File: src/rtl/digit_entry_pkg.sv
// Shared constants for the digit_entry keypad block: key codes and FSM state encoding.
package digit_entry_pkg;

   // FSM state encoding; plain constants keep older tools and netlists happy.
   typedef logic [1:0] state_t;

   localparam state_t ST_EMPTY = 2'd0;
   localparam state_t ST_ONE   = 2'd1;
   localparam state_t ST_TWO   = 2'd2;
   localparam state_t ST_HOLD  = 2'd3;

   // Non-digit key codes; 0xD-0xF are reserved and rejected.
   localparam logic [3:0] KEY_CLR = 4'hA;
   localparam logic [3:0] KEY_BS  = 4'hB;
   localparam logic [3:0] KEY_ENT = 4'hC;

   localparam logic [3:0] DIGIT_MAX = 4'd9;

endpackage

File: src/rtl/bcd2bin.sv
// Two-digit BCD to binary converter (tens*10 + ones), purely combinational.
module bcd2bin (
   input  logic [3:0] tens,
   input  logic [3:0] ones,
   output logic [7:0] value
);

   // Widen before multiplying so 9*10 + 9 = 99 fits without truncation.
   assign value = ({4'd0, tens} * 8'd10) + {4'd0, ones};

endmodule

File: src/rtl/digit_entry.sv
// Two-digit keypad entry: collects up to two BCD digits, supports clear, backspace and
// enter, and holds the committed binary value until the consumer takes it.
// Optional build macro DIGIT_ENTRY_ROLL_EN: a digit typed with two digits already present
// shifts the entry left instead of being rejected.
module digit_entry #(
   parameter int unsigned TIMEOUT_CYCLES = 0
) (
   input  logic       clk,
   input  logic       rst,
   input  logic       key_valid,
   input  logic [3:0] key_code,
   output logic       key_ready,
   output logic [3:0] tens,
   output logic [3:0] ones,
   output logic [1:0] digit_count,
   output logic       out_valid,
   output logic [7:0] out_value,
   input  logic       out_ready,
   output logic       err
);

   import digit_entry_pkg::*;

   // Idle counter only needs to reach TIMEOUT_CYCLES-1.
   localparam int unsigned IDLE_W = (TIMEOUT_CYCLES > 1) ? $clog2(TIMEOUT_CYCLES) : 1;

   state_t              state, state_d;
   logic [3:0]          tens_d, ones_d;
   logic [1:0]          count_d;
   logic [7:0]          value_d;
   logic                err_d;
   logic [IDLE_W-1:0]   idle, idle_d;
   logic [7:0]          bin;
   logic                accept;

   assign key_ready = (state != ST_HOLD);
   assign out_valid = (state == ST_HOLD);
   assign accept    = key_valid & key_ready;

   bcd2bin u_bcd2bin (
      .tens  (tens),
      .ones  (ones),
      .value (bin)
   );

   // Next-state: key decode while entering, handshake wait in HOLD, idle timeout.
   always_comb begin
      state_d = state;
      tens_d  = tens;
      ones_d  = ones;
      count_d = digit_count;
      value_d = out_value;
      err_d   = 1'b0;
      idle_d  = idle;

      if (state == ST_HOLD) begin
         idle_d = '0;
         if (out_ready) begin
            state_d = ST_EMPTY;
            tens_d  = 4'd0;
            ones_d  = 4'd0;
            count_d = 2'd0;
         end
      end else if (accept) begin
         idle_d = '0;
         if (key_code <= DIGIT_MAX) begin
            case (state)
               ST_EMPTY: begin
                  state_d = ST_ONE;
                  tens_d  = 4'd0;
                  ones_d  = key_code;
                  count_d = 2'd1;
               end
               ST_ONE: begin
                  state_d = ST_TWO;
                  tens_d  = ones;
                  ones_d  = key_code;
                  count_d = 2'd2;
               end
               default: begin
`ifdef DIGIT_ENTRY_ROLL_EN
                  tens_d = ones;
                  ones_d = key_code;
`else
                  err_d  = 1'b1;
`endif
               end
            endcase
         end else if (key_code == KEY_CLR) begin
            state_d = ST_EMPTY;
            tens_d  = 4'd0;
            ones_d  = 4'd0;
            count_d = 2'd0;
         end else if (key_code == KEY_BS) begin
            case (state)
               ST_TWO: begin
                  state_d = ST_ONE;
                  ones_d  = tens;
                  tens_d  = 4'd0;
                  count_d = 2'd1;
               end
               ST_ONE: begin
                  state_d = ST_EMPTY;
                  tens_d  = 4'd0;
                  ones_d  = 4'd0;
                  count_d = 2'd0;
               end
               default: err_d = 1'b1;
            endcase
         end else if (key_code == KEY_ENT) begin
            if (state == ST_EMPTY) begin
               err_d = 1'b1;
            end else begin
               value_d = bin;
               state_d = ST_HOLD;
            end
         end else begin
            err_d = 1'b1;
         end
      end else if (state != ST_EMPTY && TIMEOUT_CYCLES != 0) begin
         // Partial entry left untouched too long is silently discarded.
         if (idle == IDLE_W'(TIMEOUT_CYCLES - 1)) begin
            state_d = ST_EMPTY;
            tens_d  = 4'd0;
            ones_d  = 4'd0;
            count_d = 2'd0;
            idle_d  = '0;
         end else begin
            idle_d = idle + 1'b1;
         end
      end
   end

   // State and output registers; reset takes effect immediately.
   always_ff @(posedge clk or posedge rst) begin
      if (rst) begin
         state       <= ST_EMPTY;
         tens        <= 4'd0;
         ones        <= 4'd0;
         digit_count <= 2'd0;
         out_value   <= 8'd0;
         err         <= 1'b0;
         idle        <= '0;
      end else begin
         state       <= state_d;
         tens        <= tens_d;
         ones        <= ones_d;
         digit_count <= count_d;
         out_value   <= value_d;
         err         <= err_d;
         idle        <= idle_d;
      end
   end

endmodule

File: config.mk
export PLATFORM = sky130hd
export DESIGN_NAME = digit_entry
export DESIGN_NICKNAME = d
export VERILOG_FILES = /design/src/rtl/digit_entry_pkg.sv /design/src/rtl/bcd2bin.sv /design/src/rtl/digit_entry.sv
export SDC_FILE = /design/constraint.sdc
export NUM_CORES = 1
export LEC_CHECK = 0
export ABC_CLOCK_PERIOD_IN_PS = 5100
export BUFFER_PORTS_ARGS = -buffer_cell sky130_fd_sc_hd__buf_2
export CAP_MARGIN = 10
export CORE_MARGIN = 10
export CORE_UTILIZATION = 50
export CTS_CLUSTER_DIAMETER = 100
export DETAILED_ROUTE_END_ITERATION = 10
export PLACE_DENSITY = 0.73
export REMOVE_ABC_BUFFERS = 1
export SYNTH_ARGS = -nofsm -noshare
export SYNTH_HDL_FRONTEND = slang
export SYNTH_SLANG_ARGS = --single-unit
File: constraint.sdc
create_clock -name clk -period 5.1 [get_ports clk]
set_input_delay 1.02 -clock clk [delete_from_list [all_inputs] [get_ports clk]]
set_output_delay 1.02 -clock clk [all_outputs]
set_load 0.01 [all_outputs]
# Yosys cells after proc, flatten, opt, wreduce, memory -nomap -nowiden
# Cells that the tools add are included.
# W data, S select, Z words.
dict set report totals {
  output_inout_bits 21
  regBits 21
}
dict set report classes {
  muxes 39
  magnitude_cmp 1
  reduce_logical 13
  add_sub_neg 1
  bitwise 6
  n_eq_ne 12
  multipliers 1
}
# operator n
set ops {}
lappend ops {{$mux W4} 13}
lappend ops {{$mux W2} 13}
lappend ops {{$pmux W4 S2} 2}
lappend ops {{$reduce_and A5 Y1} 3}
lappend ops {{$eq A4 B4 Y1 const B} 3}
lappend ops {{$reduce_bool A5 Y1} 2}
lappend ops {{$mux W1} 9}
lappend ops {{$add A8 B4 Y8} 1}
lappend ops {{$pmux W2 S2} 2}
lappend ops {{$reduce_bool A4 Y1} 2}
lappend ops {{$mul A4 B3 Y7 const B} 1}
lappend ops {{$reduce_and A7 Y1} 1}
lappend ops {{$ne A6 B4 Y1 const B} 1}
lappend ops {{$reduce_and A6 Y1} 1}
lappend ops {{$ne A5 B5 Y1 const B} 1}
lappend ops {{$not A1 Y1} 5}
lappend ops {{$eq A2 B2 Y1 const B} 2}
lappend ops {{$le A4 B4 Y1 const B} 1}
lappend ops {{$ne A4 B2 Y1 const B} 1}
lappend ops {{$reduce_or A2 Y1} 2}
lappend ops {{$ne A3 B3 Y1 const B} 1}
lappend ops {{$eq A2 B1 Y1 const B} 1}
lappend ops {{$logic_not A2 Y1} 1}
lappend ops {{$ne A2 B1 Y1 const B} 1}
lappend ops {{other kinds (3)} 3}

# Logic depth before layout (Yosys ltp)
dict set report depth {
  depth_word 8
  mapped_depth 7
  mapped_depth_nobuf 7
}

# Modules after synthesis
# A second synthesis with hierarchy kept.
dict set report hier_totals {
  hier_cells 130
  hier_area_um2 1443.9
}
# mod cells_each instances seq_area_each_um2 area_each_um2
set by_module_without_submodules {}
lappend by_module_without_submodules {digit_entry 101 1 525.5 1179.9}
lappend by_module_without_submodules {bcd2bin 29 1 0.0 264.0}

# Worst setup path after synthesis
# OpenSTA, ideal clock, no wires.
dict set report synth_timing {
  path_type {input port to flip-flop}
  start {in key_code[1]}
  end {reg ones[0]}
  arrival_time_ps 2182
  path_buffers 1
  cell_stages 5
  setup_slack_ps 2793
  setup_time_ps 125
  required_ps 4975
  cell_sequence {buf_2 a21oi_1 or3_4 o211ai_4 mux2_2}
}
dict set report synth_via {
  elab_chain_cells 5
  elab_cells_between_ends 11
  classes_between {order compare: 1; eq/ne: 3; mux: 4; reduce/logical: 3}
}
# element line_no
set synth_rtl {}
lappend synth_rtl {{start, declared} digit_entry.sv:11} ;# input logic [3:0] key_code,
lappend synth_rtl {{branches (longest 5 deep; another with $le A4 B4 Y1)} n/a}
lappend synth_rtl {{end signal, assigned} digit_entry.sv:147} ;# ones <= ones_d;
lappend synth_rtl {{end, declared} digit_entry.sv:14} ;# output logic [3:0] ones,
# Parallel ways; which one is timed is not known. The select of a mux whose other input is x is not followed.
# A chain may end at the register's enable or synchronous reset.

# Final worst setup path
dict set report layout_timing {
  start {reg state[1]}
  end {out key_ready}
}
dict set report layout_via {
  elab_chain_cells 1
}
# element line_no
set layout_rtl {}
lappend layout_rtl {{start, declared} digit_entry.sv:27} ;# state_t state, state_d;
lappend layout_rtl {{start signal, assigned} digit_entry.sv:145} ;# state <= state_d;
lappend layout_rtl {{$ne A2 B2 Y1} digit_entry.sv:36} ;# assign key_ready = (state != ST_HOLD);
lappend layout_rtl {{end, declared} digit_entry.sv:12} ;# output logic key_ready,
# No other way between the ends.

==> results.md <==
- Clock period minus worst slack: 2.45 ns
- I/O pins: 29
- Synth-to-Final Area Change: 11.7%
- Number of global-route vias before repair: 1118
- Synthesized area: between 0.001 and 0.0015 mm2
- Largest net degree at the start of global routing: 22
- Post-synthesis sequential area ratio: 35.8%
- Chip Height: ~74 um
- Critical Path Stages: 3
- TritonRoute pass-1 iters: 4
- Crit Path Class: reg2out
- Hold Path Depth: 2
- Worst-path clk slew: 0.13 ns
- Vias/cell: 5.70
- Flops & latches, synth: 21
- Post-layout utilization of the core: between 50% and 60%
- Top post-synthesis cells by area: dfrtp_1 36%, ha_1 10%, mux2i_1 4.8%
- CTS tree: yes
- # DRC: 0
- Post-synth EDFFs: 0
- CP Cell Sequence: ha_1, inv_1, buf_2
- Pint: between 0.4 and 0.5 mW
- Final Max Tran Viols: 0
- Count leader, synth: dfrtp_1
- Flop pwr share: between 30% and 40%
- Number of max-cap violations: 0
- Syn Inst Count: 144
- Status: finished clean
- DR WL/cell: 15.7 um
- Crit-path leading delay family: flip-flops
- Worst skew pair latency: 0.32 ns
- Slowest-stage cell, CP: dfrtp_1
- Rel. slew slack: between 40% and 50%
- Yosys cell types: 46
- Worst-path fanout max: 11
- IO buf count: 28
- Setup tns final: 0 ns
- Setup Skew: 0.00475 ns
- Clock network fraction of total power: 10.6%
- Die footprint: 0.00550 mm2
- TritonCTS buffer count: 3
- Hold Buf Count CTS: 0
- Post-layout nets: 193
- Type of the worst min-delay path: reg2reg
- Diodes inserted: 0
- Post-route clock period utilization: about half
- Hold Violations, Final: 0
- CTS root buf: clkbuf_4
- Total congestion overflow: 0
- Total GRT Usage: between 10% and 20%
- Sw frac: 43.5%
- CP Capture Type: output pin
- Actual slew at the worst max-slew pin: 0.771 ns
- Post-Route WL: 3160 um
- Share of layout cells above drive strength 1: 27.6%
- Pwr/cell area: 506 mW/mm2
- Worst reg-to-reg path cell count: 6
- Detailed Place HPWL: 2530 um
- Setup-failing EPs final: 0
- CTS resizes: 0
- Setup Fix Bufs, Post-CTS: 0
- Peak Freq: 408 MHz
- Initial Utilization: 52.7%
- Total power draw: 0.829 mW
- Top_reg_cell synth: dfrtp_1
- WP data arrival: ~1.4 ns
- Sw power: 0.360 mW
- Async SR Flop Fraction: 100%
- Placer congestion estimate: a little over 0.9
- Total leakage power: between 0.8 and 0.9 nW
- Buf+Inv Stages, Crit Path: 2
- Largest area contributor in the netlist: dfrtp_1
- Post-synthesis average cell area: 10.2 um2
- H-tree depth: 1
- Synth cell count leaders: 21 x dfrtp_1, 14 x nand2_1, 12 x ha_1
- Core area: 0.00278 mm2
- Initial antenna violation count: 0
- Iter 0 DRT Violations: 48
- RSZ-0062 raised after global routing: no
- Top-area cell type share of the netlist area: 35.8%
- CP max stage delay: 0.39 ns
- First-pass GRT wire length: 5200 um
- Worst ir drop on vdd: about 300 uV
- FP Rows: 19
- Clock buffer depth: 2
- Detailed-route via count: 1145
- Combinational power share: 54.7%
- Data required, critical path: between 4 and 5 ns
- Yosys Warn Count: 0
- Die Width: between 70 and 80 um
- CP Launch Type: flip-flop
- # clock sinks: 21
- Final ANT Viol Nets: 0
-- flip-flops by register name (all words and copies together), names as in the netlist --
name / cells
out_value: 8
state: 2
digit_count: 2
err: 1
ones: 4
tens: 4
-- power groups by stage --
stage                     sequential [mW]  combinational, mW  clock [mW]
final                               0.288              0.454      0.0876
after global routing                0.298              0.509      0.0937
after global placement              0.289              0.450           0
after detailed placement            0.293              0.461           0
after CTS                           0.289              0.462      0.0886
after floorplan                     0.308              0.293           0
-- worst paths after layout --
kind | slack [ns] | end | start
setup / recovery | 2.65 | key_ready | state[1]
hold / removal | 0.50 | out_value[3] | out_value[3]
setup reg to reg | 2.89 | out_value[7] | tens[1]
hold reg to reg | 0.50 | out_value[3] | out_value[3]
max in group asynchronous | 3.81 | digit_count[1] | rst
min in group asynchronous | 0.81 | out_value[0] | rst
-- tightest hold or removal path, cell delays in order, from the launching register on --
cell	delay (ns)
dfrtp_1	0.37
nand2_1	0.05
o21ai_0	0.06
-- cells by family after synthesis --
group	synth area share [%]
simple gates	13.7
compound gates	18.8
flops	35.8
buf+inv	5.38
mux	10.4
fa+ha+maj	13.0
xor+xnor	2.99
-- per-stage QoR --
step	area, um2	std cells	hold slack, ns	setup WS [ns]
floorplan	1430	138	0.516	2.97
global placement	1610	197	0.458	2.63
detailed placement	1610	197	0.475	2.62
CTS	1640	201	0.504	2.64
global route	1640	201	0.530	2.50
finish	1640	201	0.501	2.65
-- metal layers --
layer | track usage, % | share of wire, % | up-vias
met2 | 20.5 | 49 | 36
met5 | 0 | 0 | -
met4 | 4.97 | 0.98 | 0
met3 | 3.19 | 6.6 | 4
met1 | 13.9 | 43 | 536
li1 | - | - | 569
-- placed cells by master, fill, tap and decap left out, drive strengths merged, types with 3 or more instances in the layout --
| cell | synthesis | routed |
|---|---|---|
| a21oi | 6 | 6 |
| o211ai | 3 | 3 |
| nand2 | 14 | 14 |
| clkbuf | 1 | 3 |
| ha | 12 | 12 |
| dfrtp | 21 | 21 |
| inv | 11 | 11 |
| nor2 | 4 | 4 |
| buf | 5 | 28 |
| mux2 | 7 | 7 |
| mux2i | 7 | 7 |
| nor2b | 4 | 4 |
| o21ai | 10 | 10 |
| xor2 | 3 | 3 |
-- layout make-up --
class	instances	area, um2
clock buffers	3	22.5
inverters	11	41.3
well taps	31	38.8
multi-input cells	106	862
repair buffers	28	140
flip-flops and latches	21	526
clock inverters	1	7.51
fillers	261	1140
No activity file was read; power rests on OpenSTA's default activity.
